File: config.mk
export PLATFORM = sky130hd
export DESIGN_NAME = write_ctrl_fsm
export DESIGN_NICKNAME = d
export VERILOG_FILES = /design/src/rtl/write_ctrl_fsm.sv
export SDC_FILE = /design/constraint.sdc
export NUM_CORES = 1
export LEC_CHECK = 0
export CORE_ASPECT_RATIO = 0.8
export CORE_MARGIN = 2
export CORE_UTILIZATION = 45
export DETAILED_ROUTE_END_ITERATION = 8
export PLACE_DENSITY_LB_ADDON = 0.05
export REMOVE_ABC_BUFFERS = 1
export SYNTH_ARGS = -nofsm -noshare
export SYNTH_HDL_FRONTEND = slang
export SYNTH_SLANG_ARGS = --single-unit
File: constraint.sdc
create_clock -name clk_i -period 2.14 [get_ports clk_i]
set_clock_uncertainty 0.1 [all_clocks]
set_input_delay 0.428 -clock clk_i [delete_from_list [all_inputs] [get_ports clk_i]]
set_output_delay 0.428 -clock clk_i [all_outputs]
set_load 0.01 [all_outputs]
File: src/rtl/write_ctrl_fsm.sv
// DDR5 PHY write-path sequencer: preamble/data/CRC/interamble/postamble
// control with a per-state watchdog that forces a return to IDLE.
module write_ctrl_fsm #(
  parameter int unsigned TIMEOUT_CYCLES = 64,
  parameter int unsigned BCNT_W         = 8
) (
  input  logic              clk_i,
  input  logic              rst_i,
  input  logic              wr_en_i,
  input  logic              wrmask_en_i,
  input  logic [1:0]        burstlength_i,
  input  logic              crc_generate_i,
  input  logic              interamble_i,
  input  logic              preamble_done_i,
  input  logic              wrdata_done_i,
  input  logic              wrmask_done_i,
  input  logic              wrdata_crc_done_i,
  input  logic              data_burst_done_i,
  input  logic              interamble_done_i,
  input  logic              postamble_done_i,
  output logic [2:0]        state_o,
  output logic              data_state_o,
  output logic              preamble_state_o,
  output logic              interamble_valid_o,
  output logic              postamble_state_o,
  output logic              dqs_oe_o,
  output logic              dq_oe_o,
  output logic              crc_send_o,
  output logic [BCNT_W-1:0] burst_cnt_o,
  output logic              timeout_o
);

  typedef enum logic [2:0] {
    S_IDLE  = 3'd0,
    S_PRE   = 3'd1,
    S_DATA  = 3'd2,
    S_CRC   = 3'd3,
    S_BURST = 3'd4,
    S_INTER = 3'd5,
    S_POST  = 3'd6
  } state_t;

  localparam logic [7:0] WD_MAX = 8'(TIMEOUT_CYCLES - 1);

  state_t              state_q;
  state_t              state_d;
  state_t              fsm_d;
  state_t              exit_d;
  logic                exit_w;
  logic                abort_w;
  logic [7:0]          wd_q;
  logic [BCNT_W-1:0]   bcnt_q;
  logic                timeout_q;

  always_comb begin
    fsm_d  = state_q;
    exit_w = 1'b0;
    exit_d = (wr_en_i && interamble_i) ? S_INTER : S_POST;
    case (state_q)
      S_IDLE: begin
        if (wr_en_i) fsm_d = S_PRE;
      end
      S_PRE: begin
        if (preamble_done_i) fsm_d = S_DATA;
      end
      S_DATA: begin
        if (wrmask_en_i && wrmask_done_i) begin
          fsm_d  = exit_d;
          exit_w = 1'b1;
        end else if (wrdata_done_i && crc_generate_i) begin
          fsm_d = S_CRC;
        end else if (wrdata_done_i && burstlength_i == 2'b10) begin
          fsm_d = S_BURST;
        end else if (wrdata_done_i) begin
          fsm_d  = exit_d;
          exit_w = 1'b1;
        end
      end
      S_CRC: begin
        if (wrdata_crc_done_i) begin
          fsm_d  = exit_d;
          exit_w = 1'b1;
        end
      end
      S_BURST: begin
        if (data_burst_done_i) begin
          fsm_d  = exit_d;
          exit_w = 1'b1;
        end
      end
      S_INTER: begin
        if (interamble_done_i) fsm_d = S_DATA;
      end
      S_POST: begin
        if (postamble_done_i) fsm_d = wr_en_i ? S_PRE : S_IDLE;
      end
      default: fsm_d = S_IDLE;
    endcase
    // Abort only when the state would otherwise be held another cycle
    abort_w = (state_q != S_IDLE) && (fsm_d == state_q) && (wd_q == WD_MAX);
    state_d = abort_w ? S_IDLE : fsm_d;
  end

  always_ff @(posedge clk_i or negedge rst_i) begin
    if (!rst_i) begin
      state_q   <= S_IDLE;
      wd_q      <= '0;
      bcnt_q    <= '0;
      timeout_q <= 1'b0;
    end else begin
      state_q   <= state_d;
      timeout_q <= abort_w;
      bcnt_q    <= bcnt_q + BCNT_W'(exit_w);
      if (state_d != state_q || state_q == S_IDLE) wd_q <= '0;
      else wd_q <= wd_q + 8'd1;
    end
  end

  assign state_o            = state_q;
  assign data_state_o       = (state_q == S_DATA) || (state_q == S_CRC) ||
                              (state_q == S_BURST);
  assign preamble_state_o   = (state_q == S_PRE);
  assign interamble_valid_o = (state_q == S_INTER);
  assign postamble_state_o  = (state_q == S_POST);
  assign dqs_oe_o           = (state_q != S_IDLE);
  assign dq_oe_o            = data_state_o;
  assign crc_send_o         = (state_q == S_CRC);
  assign burst_cnt_o        = bcnt_q;
  assign timeout_o          = timeout_q;

endmodule

### Word-level counts from Yosys, hierarchy flattened

Cells that the tools add are included.

* memories kept: 0
* input port bits: 15
* bits in registers: 20
* bits in latches: 0
* ROM bits: 0
* RAM bits: 0
* word-level logic and storage cells: 49
* output and inout bits: 19

* mux-type cells: 22
* bitwise operators: 0
* $lt $le $gt $ge: 0
* multipliers: 0
* eq/ne operators: 10
* divide/modulo/power cells: 0
* $add $sub $neg: 2
* reductions and logical operators: 11
* shifts and indexed selects: 0

Operator list (number)
* two-way mux 3 bit: 11
* case mux 3 bit (7 select lines): 1
* == test 3 bit (second input constant): 3
* adder 8 x 1 -> 8 bit: 1
* adder 8 x 1 -> 8 bit (second input constant): 1
* == test 8 x 6 -> 1 bit (second input constant): 1
* two-way mux 8 bit: 1
* two-way mux 1 bit: 7
* == test 3 x 2 -> 1 bit (second input constant): 2
* logical AND 1 bit: 6
* == test 3 x 1 -> 1 bit (second input constant): 1
* == test 3 bit: 1
* logical NOT 3 bit: 1
* logical OR 1 bit: 3
* inequality test 3 bit: 1
* case mux 1 bit (3 select lines): 1
* nonzero test 3 bit: 1
* == test 2 bit (second input constant): 1
* two-way mux 2 bit: 1

### Depth between registers and ports, before layout

* word-level depth: 14
* depth in mapped cells: 10
* gate-level depth less buffers: 9

### Worst setup path after synthesis

OpenSTA, ideal clock, no wires.

* path kind: register to register
* start point: register state_q[1], in the netlist state_o[1]
* end point: register bcnt_q[6], in the netlist burst_cnt_o[6]
* arrival time: 1.809 ns
* period minus slack after synthesis: 2.035 ns
* slack: 0.105 ns
* required time: 1.915 ns
* buffers on the path: 2
* stages on the path, launching flop included: 11
* setup time: 0.125 ns
* cell sequence: dfrtp_1 > buf_6 > buf_2 > nand3_1 > a211o_1 > nand3_1 > ha_1 > ha_1 > and3_1 > nand3_1 > xnor2_1

* cells in the longest elaborated chain, start to end: 3
* elaborated cells between the ends (all ways): 5
* those cells by class: add/sub: 1; eq/ne: 3; mux: 1

RTL lines
* from (decl): line 45 `state_t state_q;`
* from (signal assigned): line 111 `state_q <= state_d;`
* == test 3 bit / == test 3 x 2 -> 1 bit (equally long branches): line 59 `case (state_q)`
* case mux 1 bit (3 select lines) *: line 59
* adder 8 x 1 -> 8 bit *: line 113 `bcnt_q <= bcnt_q + BCNT_W'(exit_w);`
* to (signal assigned): line 113
* to (decl): line 52 `logic [BCNT_W-1:0] bcnt_q;`

Mark *: on every way between the ends. The rest lies on a longest branch, timed or not.

### Worst setup path after layout

* start point: register state_q[1], in the netlist state_o[1]
* end point: register wd_q[7]

* cells in the longest elaborated chain, start to end: 12
* elaborated cells between the ends (all ways): 26
* those cells by class: eq/ne: 8; mux: 13; reduce/logical: 5

RTL lines
* two-way mux 3 bit: line 74 `end else if (wrdata_done_i) begin`
* two-way mux 3 bit: line 72 `end else if (wrdata_done_i && burstlength_i == 2'b10) begin`
* two-way mux 3 bit: line 70 `end else if (wrdata_done_i && crc_generate_i) begin`
* two-way mux 3 bit: line 67 `if (wrmask_en_i && wrmask_done_i) begin`
* case mux 3 bit (7 select lines): line 59
* == test 3 bit: line 100 `abort_w = (state_q != S_IDLE) && (fsm_d == state_q) && (wd_q == WD_MAX);`
* logical AND 1 bit (2 in a row): line 100
* two-way mux 3 bit: line 101 `state_d = abort_w ? S_IDLE : fsm_d;`
* inequality test 3 bit: line 114 `if (state_d != state_q || state_q == S_IDLE) wd_q <= '0;`
* logical OR 1 bit *: line 114
* two-way mux 8 bit *: line 114
* to (signal assigned): line 115 `else wd_q <= wd_q + 8'd1;`
* to (decl): line 51 `logic [7:0] wd_q;`

Marked as above.

==> impl_metrics.json <==
{
  "crit_fanout": 8,
  "required_ns": 2.25,
  "most-common-layout-cells": "30 x sky130_fd_sc_hd__buf_4, 23 x sky130_fd_sc_hd__clkdlybuf4s50_1, 17 x sky130_fd_sc_hd__dfrtp_1, 10 x sky130_fd_sc_hd__nand2_1, 8 x sky130_fd_sc_hd__nor2_1",
  "status": "finished clean",
  "detailroute.wirelength.met2_mm": 1.75,
  "detail_route.first_pass.iterations": 4,
  "io_buffer_count": 33,
  "worst_slew_margin_rel_pct": 75.0,
  "tritoncts_sinks": 20,
  "fmax_ghz": 0.479,
  "seq_area_frac_synth_pct": 38.7,
  "finalHoldViolations": 0,
  "synth-edff-count": 0,
  "synth_ff_type": "sky130_fd_sc_hd__dfrtp_1",
  "via_per_inst": 5.30,
  "power.density_mw_per_mm2": 1200,
  "highest_routed_metal_layer": "met4",
  "die_h_um": 52.0,
  "place_hpwl_mm": 2.32,
  "most_frequent_standard_cell_in_the_layout_excluding_fill_and_tap_cells": "sky130_fd_sc_hd__buf_4",
  "routedWlPerCell_um": 15.2,
  "via_count_of_the_first_global_routing_pass": 1198,
  "die_width_um": 63.9,
  "start_kind": "flip-flop",
  "type_of_destination_of_the_critical_path": "flip-flop",
  "cts_root_buffer": "sky130_fd_sc_hd__clkbuf_4",
  "postRouteWirelength_mm": 3.59,
  "antenna_found_initial": 0,
  "clk_path_buf_depth": 2,
  "clk_pin_slew_ns": 0.12,
  "effective_utilization_at_floorplan_pct": 47.2,
  "final_min_period_over_clock_period_pct": 97.5,
  "drv.max_cap_violation_count": 0,
  "wirelength_met1_mm": 1.55,
  "syn-instance-count": 130,
  "worst-setup-path-type": "reg2reg",
  "drt.antenna.violating_nets": 0,
  "placement_rows": 17,
  "layout-drive-gt1-share_pct": 38.4,
  "number_of_levels_in_the_clock_h_tree": 1,
  "period_needed_ns": 2.09,
  "grt_remaining_overflow": 0,
  "final.setup.tns_ns": 0,
  "synth_cell_types": 46,
  "worst_min_delay_path_class": "in2async",
  "dpl.cell_count": 218,
  "timing_worst_slew_pin_value_ns": 0.374,
  "cts_tree": "done",
  "cp_slowest_cell": "sky130_fd_sc_hd__dfrtp_2",
  "pin_count": 34,
  "die_area_sq_mm": 0.00332,
  "dr_total_vias": 1251,
  "asyncSetResetFlopFracSynth_pct": 100,
  "ys_seq_elements": 20,
  "number_of_buffers_and_inverters_on_the_critical_path": 3,
  "clock_insertion_delay_worst_skew_ns": 0.31,
  "final_cells": 236,
  "grt_max_degree": 21,
  "nNetsFinal": 217,
  "ir_drop_mv": 0.812,
  "numCtsBuffers": 3,
  "crit_path_max_incr_delay_ns": 0.46,
  "total_leakage_power_nw": 0.987,
  "drc_errors": 0,
  "synth_area_sq_mm": 0.00129,
  "post_synth.cell_area_avg_sq_um": 9.95,
  "antennaDiodeCount": 0,
  "met3_wire_len_um": 202,
  "global_route.usage.total_pct": 21.4,
  "maxSlewViolCount": 0,
  "area.growth.synth_to_final_pct": 63.0,
  "timing.critical_path.cells": "buf_4 -> buf_4 -> a21oi_2 -> o22ai_2 -> a221oi_4 -> mux2i_4 -> buf_12 -> nor3_1",
  "n_fill_cell": 178,
  "ctsHoldBuffers": 0,
  "gp_routability_congestion": 0.799,
  "cp.arrival_ns": 2.20,
  "unrepaired_setup_endpoints_after_global_routing": "true",
  "grt_first_pass_wirelength_mm": 5.49,
  "crit_path_frequent_cell": "sky130_fd_sc_hd__buf_4",
  "detailedRoute.firstIterationViolations": 42,
  "floorplan.core_area_sq_mm": 0.00274,
  "setup_viol": 0,
  "ys_warn_count": 0,
  "timing.critical_path.max_delay_family": "compound AO/OA/AOI/OAI gates"
}
## where the power goes
group / leakage [nW] / switching (mW) / total (mW) / internal [mW]
sequential: 0.263 / 0.109 / 0.575 / 0.467
combinational: 0.696 / 0.771 / 1.64 / 0.868
clock: 0.0279 / 0.121 / 0.310 / 0.190
total: 0.987 / 1.00 / 2.52 / 1.52
## cell type report
cell class | instances | area, sq um | area share, %
multi-input cells | 100 | 851 | 40.4
repair buffers | 69 | 629 | 29.9
flip-flops and latches | 20 | 504 | 23.9
well taps | 38 | 47.5 | 2.26
clock inverters | 1 | 30.0 | 1.42
inverters | 5 | 23.8 | 1.13
clock buffers | 3 | 22.5 | 1.07
## flip-flops by register name, indices dropped and copies added (netlist names)
name and cells:
state_o 3, timeout_o 1, wd_q 8, burst_cnt_o 8
## routing by layer
metal / track usage [%] / vias to the layer above
li1: - / 608
met1: 27.8 / 586
met2: 35.1 / 47
met3: 5.19 / 10
met4: 7.25 / 0
met5: 0 / -
## timing repair
item / 4_1_cts / 5_1_grt
setup endpoints to repair: 17 / 20
buffers inserted: 11 / 3
pin swaps: 0 / 9
resized for setup: 13 / 31
hold endpoints to repair: 0 / 0
## synthesized netlist by cell type, types with 2 or more instances
library cell,n,area [sq um]
sky130_fd_sc_hd__and3_1,5,31.3
sky130_fd_sc_hd__o21ai_0,2,10.0
sky130_fd_sc_hd__ha_1,3,37.5
sky130_fd_sc_hd__nand2b_1,2,12.5
sky130_fd_sc_hd__inv_1,4,15.0
sky130_fd_sc_hd__nand2_1,10,37.5
sky130_fd_sc_hd__nand4_1,2,12.5
sky130_fd_sc_hd__buf_2,2,10.0
sky130_fd_sc_hd__xor2_1,5,43.8
sky130_fd_sc_hd__mux2i_1,2,20.0
sky130_fd_sc_hd__o21ai_1,3,15.0
sky130_fd_sc_hd__nand3_1,8,40.0
sky130_fd_sc_hd__nor3_1,4,20.0
sky130_fd_sc_hd__nor3_2,4,40.0
sky130_fd_sc_hd__xnor2_1,7,61.3
sky130_fd_sc_hd__and2_1,3,18.8
sky130_fd_sc_hd__buf_6,2,22.5
sky130_fd_sc_hd__dfrtp_1,20,500
sky130_fd_sc_hd__nor2_1,8,30.0
sky130_fd_sc_hd__a21oi_1,8,40.0
## per-stage QoR
step | utilization (%) | power (mW) | instance area (sq um) | setup WS [ns] | hold slack (ns)
floorplan | - | 1.25 | 1250 | 0.0503 | 0.0324
global placement | 65.5 | 1.82 | 1800 | -0.342 | 0.359
detailed placement | 65.5 | 1.85 | 1800 | -0.391 | 0.366
CTS | 71.6 | 2.36 | 1970 | 0.00167 | 0.340
global route | 76.8 | 2.68 | 2110 | -0.0302 | 0.358
finish | 76.8 | 2.52 | 2110 | 0.0532 | 0.337
## final timing paths
path                       cells after the start        endpoint      startpoint  slack [ns]
max in group asynchronous                      2      state_o[1]           rst_i        1.38
min in group clk_i                             1  burst_cnt_o[7]  burst_cnt_o[7]        0.37
max                                            8         wd_q[7]      state_o[1]        0.05
max reg2reg                                    8         wd_q[7]      state_o[1]        0.05
min                                            2      state_o[0]           rst_i        0.34
min reg2reg                                    1  burst_cnt_o[7]  burst_cnt_o[7]        0.37
## kinds of logic after synthesis
kind of cell	count (synthesis)	share of synthesized area (%)
multiplexers	3	3.29
buffers and inverters	10	4.54
AO/OA/AOI/OAI	26	15.9
adder cells (fa/ha/maj)	3	2.90
AND/OR/NAND/NOR	56	26.6
XOR/XNOR	12	8.12
flip-flops	20	38.7
(Power assumes the default switching activity.)
